$ cat src/rtl/wb_commit_queue_if.sv
`default_nettype none
// ============================================================================
// wb_commit_queue_if : enqueue lanes and register-file write ports
// Rev 1.0
// ============================================================================
interface wb_commit_queue_if #(
  parameter int DEPTH = 8
);
  localparam int CW = $clog2(DEPTH) + 1;

  logic          in_valid0;
  logic          in_valid1;
  logic [5:0]    in_addr0;
  logic [5:0]    in_addr1;
  logic [63:0]   in_data0;
  logic [63:0]   in_data1;
  logic          in_ready;

  logic          we0, we1, we2, we3;
  logic [5:0]    waddr0, waddr1, waddr2, waddr3;
  logic [63:0]   wdata0, wdata1, wdata2, wdata3;
  logic [CW-1:0] occupancy;
  logic          empty;

  modport master (
    output in_valid0, in_valid1, in_addr0, in_addr1, in_data0, in_data1,
    input  in_ready,
    input  we0, we1, we2, we3,
    input  waddr0, waddr1, waddr2, waddr3,
    input  wdata0, wdata1, wdata2, wdata3,
    input  occupancy, empty
  );

  modport slave (
    input  in_valid0, in_valid1, in_addr0, in_addr1, in_data0, in_data1,
    output in_ready,
    output we0, we1, we2, we3,
    output waddr0, waddr1, waddr2, waddr3,
    output wdata0, wdata1, wdata2, wdata3,
    output occupancy, empty
  );
endinterface
`default_nettype wire

$ cat src/rtl/wb_commit_queue.sv
`default_nettype none
// ============================================================================
// wb_commit_queue : 2-in / 4-out in-order writeback queue feeding the regfile
// Rev 1.0
// ============================================================================
module wb_commit_queue #(
  parameter int DEPTH = 8
) (
  input  wire logic        clk,
  input  wire logic        resetn,
  wb_commit_queue_if.slave bus
);
  localparam int          AW   = $clog2(DEPTH);
  localparam int          CW   = AW + 1;
  localparam logic [5:0]  HILO = 6'd32;

  logic [5:0]    mem_addr_q [DEPTH];
  logic [63:0]   mem_data_q [DEPTH];

  logic [AW-1:0] head_q, head_d;
  logic [AW-1:0] tail_q, tail_d;
  logic [CW-1:0] count_q, count_d;

  logic [3:0]    we_q, we_d;
  logic [5:0]    waddr_q [4];
  logic [5:0]    waddr_d [4];
  logic [63:0]   wdata_q [4];
  logic [63:0]   wdata_d [4];

  logic          in_ready;
  logic          acc0, acc1;
  logic [1:0]    n_enq;
  logic [2:0]    n_deq;
  logic [3:0]    sel;
  logic          chain, ok;
  logic [5:0]    ent_addr [4];
  logic [63:0]   ent_data [4];

  // Only the registered count gates acceptance, keeping in_ready off the drain path.
  assign in_ready = (count_q <= CW'(DEPTH - 2));
  assign acc0     = in_ready && bus.in_valid0;
  assign acc1     = in_ready && bus.in_valid1;
  assign n_enq    = {1'b0, acc0} + {1'b0, acc1};

  always_comb begin
    for (int k = 0; k < 4; k++) begin
      ent_addr[k] = mem_addr_q[head_q + AW'(k)];
      ent_data[k] = mem_data_q[head_q + AW'(k)];
    end
  end

  // Prefix selection: HI/LO only on lane 0, no repeated nonzero address in a group.
  always_comb begin
    sel   = '0;
    chain = 1'b1;
    ok    = 1'b0;
    for (int k = 0; k < 4; k++) begin
      ok = chain && (CW'(k) < count_q) && ((k == 0) || (ent_addr[k] != HILO));
      for (int j = 0; j < k; j++) begin
        if ((ent_addr[k] != 6'd0) && (ent_addr[k] == ent_addr[j])) ok = 1'b0;
      end
      sel[k] = ok;
      chain  = ok;
    end
  end

  assign n_deq = {2'b0, sel[0]} + {2'b0, sel[1]} + {2'b0, sel[2]} + {2'b0, sel[3]};

  always_comb begin
    head_d  = head_q + AW'(n_deq);
    tail_d  = tail_q + AW'(n_enq);
    count_d = count_q + CW'(n_enq) - CW'(n_deq);
    for (int k = 0; k < 4; k++) begin
      we_d[k]    = sel[k] && (ent_addr[k] != 6'd0);
      waddr_d[k] = sel[k] ? ent_addr[k] : waddr_q[k];
      wdata_d[k] = sel[k] ? ent_data[k] : wdata_q[k];
    end
  end

  // Storage has no reset; entries beyond count are never observed.
  always_ff @(posedge clk) begin
    if (acc0) begin
      mem_addr_q[tail_q] <= bus.in_addr0;
      mem_data_q[tail_q] <= bus.in_data0;
    end
    if (acc1) begin
      mem_addr_q[tail_q + AW'(acc0)] <= bus.in_addr1;
      mem_data_q[tail_q + AW'(acc0)] <= bus.in_data1;
    end
  end

  always_ff @(posedge clk or negedge resetn) begin
    if (!resetn) begin
      head_q  <= '0;
      tail_q  <= '0;
      count_q <= '0;
      we_q    <= '0;
      for (int k = 0; k < 4; k++) begin
        waddr_q[k] <= '0;
        wdata_q[k] <= '0;
      end
    end else begin
      head_q  <= head_d;
      tail_q  <= tail_d;
      count_q <= count_d;
      we_q    <= we_d;
      for (int k = 0; k < 4; k++) begin
        waddr_q[k] <= waddr_d[k];
        wdata_q[k] <= wdata_d[k];
      end
    end
  end

  assign bus.in_ready  = in_ready;
  assign bus.occupancy = count_q;
  assign bus.empty     = (count_q == '0);
  assign bus.we0       = we_q[0];
  assign bus.we1       = we_q[1];
  assign bus.we2       = we_q[2];
  assign bus.we3       = we_q[3];
  assign bus.waddr0    = waddr_q[0];
  assign bus.waddr1    = waddr_q[1];
  assign bus.waddr2    = waddr_q[2];
  assign bus.waddr3    = waddr_q[3];
  assign bus.wdata0    = wdata_q[0];
  assign bus.wdata1    = wdata_q[1];
  assign bus.wdata2    = wdata_q[2];
  assign bus.wdata3    = wdata_q[3];
endmodule
`default_nettype wire

$ cat src/flat_wrapper.sv
// flat-port wrapper written by rule: the top's interface ports become plain ports
module wb_commit_queue_flat 
#(
  parameter int DEPTH = 8
)
  (clk, resetn, bus_in_valid0, bus_in_valid1, bus_in_addr0, bus_in_addr1, bus_in_data0, bus_in_data1, bus_in_ready, bus_we0, bus_we1, bus_we2, bus_we3, bus_waddr0, bus_waddr1, bus_waddr2, bus_waddr3, bus_wdata0, bus_wdata1, bus_wdata2, bus_wdata3, bus_occupancy, bus_empty);
  wb_commit_queue_if #(.DEPTH(DEPTH)) bus_i ();
  input  wire logic clk;
  input  wire logic resetn;
  input wire logic [$bits(bus_i.in_valid0)-1:0] bus_in_valid0;
  input wire logic [$bits(bus_i.in_valid1)-1:0] bus_in_valid1;
  input wire logic [$bits(bus_i.in_addr0)-1:0] bus_in_addr0;
  input wire logic [$bits(bus_i.in_addr1)-1:0] bus_in_addr1;
  input wire logic [$bits(bus_i.in_data0)-1:0] bus_in_data0;
  input wire logic [$bits(bus_i.in_data1)-1:0] bus_in_data1;
  output wire logic [$bits(bus_i.in_ready)-1:0] bus_in_ready;
  output wire logic [$bits(bus_i.we0)-1:0] bus_we0;
  output wire logic [$bits(bus_i.we1)-1:0] bus_we1;
  output wire logic [$bits(bus_i.we2)-1:0] bus_we2;
  output wire logic [$bits(bus_i.we3)-1:0] bus_we3;
  output wire logic [$bits(bus_i.waddr0)-1:0] bus_waddr0;
  output wire logic [$bits(bus_i.waddr1)-1:0] bus_waddr1;
  output wire logic [$bits(bus_i.waddr2)-1:0] bus_waddr2;
  output wire logic [$bits(bus_i.waddr3)-1:0] bus_waddr3;
  output wire logic [$bits(bus_i.wdata0)-1:0] bus_wdata0;
  output wire logic [$bits(bus_i.wdata1)-1:0] bus_wdata1;
  output wire logic [$bits(bus_i.wdata2)-1:0] bus_wdata2;
  output wire logic [$bits(bus_i.wdata3)-1:0] bus_wdata3;
  output wire logic [$bits(bus_i.occupancy)-1:0] bus_occupancy;
  output wire logic [$bits(bus_i.empty)-1:0] bus_empty;
  assign bus_i.in_valid0 = bus_in_valid0;
  assign bus_i.in_valid1 = bus_in_valid1;
  assign bus_i.in_addr0 = bus_in_addr0;
  assign bus_i.in_addr1 = bus_in_addr1;
  assign bus_i.in_data0 = bus_in_data0;
  assign bus_i.in_data1 = bus_in_data1;
  assign bus_in_ready = bus_i.in_ready;
  assign bus_we0 = bus_i.we0;
  assign bus_we1 = bus_i.we1;
  assign bus_we2 = bus_i.we2;
  assign bus_we3 = bus_i.we3;
  assign bus_waddr0 = bus_i.waddr0;
  assign bus_waddr1 = bus_i.waddr1;
  assign bus_waddr2 = bus_i.waddr2;
  assign bus_waddr3 = bus_i.waddr3;
  assign bus_wdata0 = bus_i.wdata0;
  assign bus_wdata1 = bus_i.wdata1;
  assign bus_wdata2 = bus_i.wdata2;
  assign bus_wdata3 = bus_i.wdata3;
  assign bus_occupancy = bus_i.occupancy;
  assign bus_empty = bus_i.empty;
  wb_commit_queue #(.DEPTH(DEPTH)) u_core (.clk(clk), .resetn(resetn), .bus(bus_i));
endmodule
$ cat config.mk
export PLATFORM = sky130hd
export DESIGN_NAME = wb_commit_queue_flat
export DESIGN_NICKNAME = d
export VERILOG_FILES = /design/src/rtl/wb_commit_queue_if.sv /design/src/rtl/wb_commit_queue.sv /design/src/flat_wrapper.sv
export SDC_FILE = /design/constraint.sdc
export NUM_CORES = 2
export LEC_CHECK = 0
export BUFFER_PORTS_ARGS = -buffer_cell sky130_fd_sc_hd__buf_2
export CORE_ASPECT_RATIO = 1.25
export CORE_MARGIN = 2
export CORE_UTILIZATION = 45
export DETAILED_ROUTE_END_ITERATION = 8
export PLACE_DENSITY = 0.72
export SYNTH_ARGS = -nofsm -noshare
export SYNTH_HDL_FRONTEND = slang
export SYNTH_SLANG_ARGS = --single-unit
$ cat constraint.sdc
create_clock -name clk -period 10.1 [get_ports clk]
set_input_delay 2.02 -clock clk [delete_from_list [all_inputs] [get_ports clk]]
set_output_delay 2.02 -clock clk [all_outputs]
set_load 0.01 [all_outputs]
==> flow_summary_export.csv <==
group,metric,value,unit
yosys,syn-instance-count,3343,
yosys,synth_top_cells_by_area,"sky130_fd_sc_hd__edfxtp_1 (33%), sky130_fd_sc_hd__mux2_2 (19%), sky130_fd_sc_hd__mux4_2 (19%)",
hold_path,min_path_type,"reg -> reg",
route,wire_per_inst,30.72,microns
setup_path,worstReg2RegStart,"u_core.head_q[0]",
setup_path,crit-reg2reg-capture,"u_core.bus.occupancy[3]",
timing,slew_viol_final,0,
timing,max_slew_headroom,0.1569,
die,dieHeight,378.0,microns
place,gp_congestion,0.8964,
run_status,outcome,"complete, no violations",
clocking,clock_tree.buffer_depth,3,
yosys,ys_seq_elements,854,
route,post-route-drc-count,0,
place,placed_instances,5031,
setup_path,critPathMaxFanout,70,
place,buffers_on_ports,433,
setup_path,worst_setup_path_end_kind,"flop",
setup_path,critical_path_arrival,7.74,ns
grt,grt_util_all_layers,0.2777,
grt,first_global_vias,33810,
timing,totalNegativeSetupSlack,0,ns
die,design.core.area,111200,sq um
layout,nNetsFinal,3824,
grt,grt_start_max_net_pins,127,
route,routed-via-count,33730,
grt,grt_overflow,0,
clocking,cts_root_buffer,"sky130_fd_sc_hd__clkbuf_16",
hold_path,holdCritStartpoint,"u_core.bus.wdata0[33]",
timing,fin_worst_hold_slack,0.4722,ns
setup_path,reg2reg_setup_slack,2.99,ns
yosys,synth_sequential_area_ratio,0.4801,
timing,setup_viol,0,
route,routed_wl,160600,microns
die,start_util,0.4526,
setup_path,reg2regPathDepth,19,
clocking,numClockSinks,854,
clocking,post_cts.repair.setup_buffers,0,
grt,grt_first_pass_wirelength,231800,microns
layout,final_layout_size_suffix_gt1_frac,0.5270,
timing,fmaxAchievable,140.6,MHz
layout,final_core_util,0.5139,
hold_path,timing.hold.worst_endpoint,"u_core.bus.wdata0[33]",
timing,hold_fails_final_rpt,0,
grt,gr-max-usage-layer,"met2",
route,drt_iter0_markers,3435,
yosys,post_synth_top_area_share,0.3340,
timing,final_period_minus_worst_setup_slack,7.113,ns
power,power_density,408.0,nW/um^2
place,detailedPlacementHpwl,101300,microns
grt,gr-usage-met2,0.4461,
layout,fillerInstances,9260,
yosys,ys_async_sr_fraction,0.3443,
yosys,synth_fp_nets,3506,
layout,layout.cells.most_common_list,"sky130_fd_sc_hd__mux2_2 (845), sky130_fd_sc_hd__edfxtp_1 (560), sky130_fd_sc_hd__buf_2 (432)",
yosys,ys.flop_type,"sky130_fd_sc_hd__edfxtp_1",
yosys,ys.warnings.count,0,
yosys,synth.largest_area_cell,"sky130_fd_sc_hd__edfxtp_1",
route,ant_nets,0,
timing,final.period_utilization,0.7042,
yosys,synth-edff-count,560,
timing,tightest_slew,1.265,ns
die,fp.dieArea,114600,sq um
clocking,ctsResizeCount,0,
setup_path,timing.critical_path.from_type,"flop",
layout,syn2layout_area_growth,13.55,%
route,vias_per_cell,6.451,
grt,global_route.usage.met3,0.06500,
job,drv_cap,0,
yosys,syn_avg_cell_area,15.06,sq um
clocking,cts_made_buffers,87,
clocking,insertion_delay,0.71,ns
clocking,cts_max_level,3,
layout,layout_commonest_cell,"sky130_fd_sc_hd__mux2_2",
die,fp-row-count,137,
clocking,clk_pin_slew,0.07,ns
clocking,tritoncts_clock_tree,"done",
yosys,netlist_area,50350,sq um
die,num_ports,434,
route,first_pass_iters,5,
timing,worst_clock_skew_on_the_final_layout,0.02231,ns
clocking,cts-hold-fix-buffers,0,
hold_path,timing.hold.worst_path_depth,2,
grt,gr-usage-met1,0.3465,
timing,unrepaired_setup_endpoints_after_global_routing,"false",
layout,non_filler_cells_in_the_finished_layout,5228,
die,die_x,303.2,microns
grt,antenna_violations_before_repair,63,
setup_path,cp.required,10.73,ns
power,vdd_ir_drop_max,0.6047,mV
setup_path,critical_path_class,"reg -> reg",
power,leakage,20.75,nW
yosys,synth.lib_cells_used.distinct,52,
[registers in the layout (all words and copies together), names as in the netlist]
register and flops:
u_core.bus.waddr1 6, u_core.bus.wdata1 64, u_core.tail_q 3, u_core.bus.wdata3 64, u_core.mem_addr_q 48, u_core.bus.wdata2 64
u_core.bus.waddr2 6, u_core.bus.waddr3 6, u_core.bus.wdata0 64, u_core.bus.waddr0 6, u_core.we_q 4, u_core.mem_data_q 512
u_core.bus.occupancy 4, u_core.head_q 3
[area by class of cell]
type | instances | area [sq um] | area share
multi-input cells | 2190 | 25210 | 0.4410
repair buffers | 501 | 2700 | 0.04723
clock buffers | 128 | 2648 | 0.04631
diodes | 33 | 82.58 | 0.001444
well taps | 1459 | 1826 | 0.03193
inverters | 27 | 111.4 | 0.001948
flip-flops and latches | 854 | 24180 | 0.4230
clock inverters | 36 | 410.4 | 0.007178
[cell usage after synthesis, types with 9 or more instances]
cell type and count:
sky130_fd_sc_hd__inv_1 25, sky130_fd_sc_hd__mux2_1 16, sky130_fd_sc_hd__dfrtp_1 294, sky130_fd_sc_hd__o21ai_0 102, sky130_fd_sc_hd__ha_1 15, sky130_fd_sc_hd__nor2_1 118
sky130_fd_sc_hd__mux2i_1 193, sky130_fd_sc_hd__nor3_1 40, sky130_fd_sc_hd__clkbuf_1 189, sky130_fd_sc_hd__nand2_1 191, sky130_fd_sc_hd__a31o_2 28, sky130_fd_sc_hd__mux4_2 416
sky130_fd_sc_hd__a21oi_1 38, sky130_fd_sc_hd__a221oi_1 28, sky130_fd_sc_hd__o22ai_1 37, sky130_fd_sc_hd__buf_1 55, sky130_fd_sc_hd__xnor2_1 31, sky130_fd_sc_hd__a31oi_1 10
sky130_fd_sc_hd__edfxtp_1 560, sky130_fd_sc_hd__buf_2 19, sky130_fd_sc_hd__xor2_1 20, sky130_fd_sc_hd__mux2_2 845, sky130_fd_sc_hd__buf_4 9
[per-layer routing]
| layer | vias to the layer above | wire [microns] |
|---|---|---|
| met1 | 17340 | 59220 |
| met3 | 435 | 15190 |
| met2 | 1913 | 77080 |
| met5 | - | 287 |
| li1 | 14000 | - |
| met4 | 42 | 8835 |
[critical path, cell delays in order, from the launching register on]
cell and delay (ns):
sky130_fd_sc_hd__dfrtp_4 0.93, sky130_fd_sc_hd__ha_1 0.36, sky130_fd_sc_hd__xor2_4 0.92, sky130_fd_sc_hd__mux4_2 0.42
sky130_fd_sc_hd__mux2i_1 0.52, sky130_fd_sc_hd__xor2_1 0.13, sky130_fd_sc_hd__nor4_1 0.38, sky130_fd_sc_hd__or3_4 0.70
sky130_fd_sc_hd__inv_1 0.12, sky130_fd_sc_hd__ha_1 0.34, sky130_fd_sc_hd__xor2_1 0.17, sky130_fd_sc_hd__ha_1 0.21
sky130_fd_sc_hd__a21o_1 0.16, sky130_fd_sc_hd__ha_1 0.33, sky130_fd_sc_hd__fa_1 0.53, sky130_fd_sc_hd__inv_1 0.05
sky130_fd_sc_hd__ha_1 0.26, sky130_fd_sc_hd__a21o_1 0.17, sky130_fd_sc_hd__a21oi_1 0.17, sky130_fd_sc_hd__xnor2_1 0.13
[power by group]
group	total [mW]	internal [mW]	switching, mW
logic	13.8	6.41	7.38
registers	6.06	5.15	0.911
clock network	3.47	2.03	1.44
total	23.3	13.6	9.74
[logic make-up after synthesis]
group | share of synthesized area
xor gates and xnor gates | 0.008871
DFF | 0.4801
buffers and inverters | 0.02343
adders and majority gates | 0.005318
muxes | 0.4175
and+or+nand+nor | 0.03066
AOI/OAI and AO/OA | 0.03409
[worst max-delay path by stage]
stage                           from                       to  slack (ns)  depth (start not counted)
global route        u_core.head_q[0]  u_core.bus.occupancy[3]        2.44                         19
finish              u_core.head_q[0]  u_core.bus.occupancy[3]        2.99                         19
detailed placement  u_core.head_q[0]  u_core.bus.occupancy[3]        2.96                         19
floorplan              bus_in_valid0  u_core.mem_addr_q[0][0]        2.03                          3
CTS                 u_core.head_q[0]  u_core.bus.occupancy[3]        2.95                         19
global placement    u_core.head_q[0]  u_core.bus.occupancy[3]        3.02                         19
[stage by stage]
step	setup WS, ns	cell area, sq um	total power, mW
finish	2.987	57170	23.33
floorplan	2.032	50350	15.62
detailed placement	2.960	54030	19.86
CTS	2.952	57090	23.35
global placement	3.017	54030	19.66
global route	2.438	57160	24.51
Power figures use the tool's default switching activity.
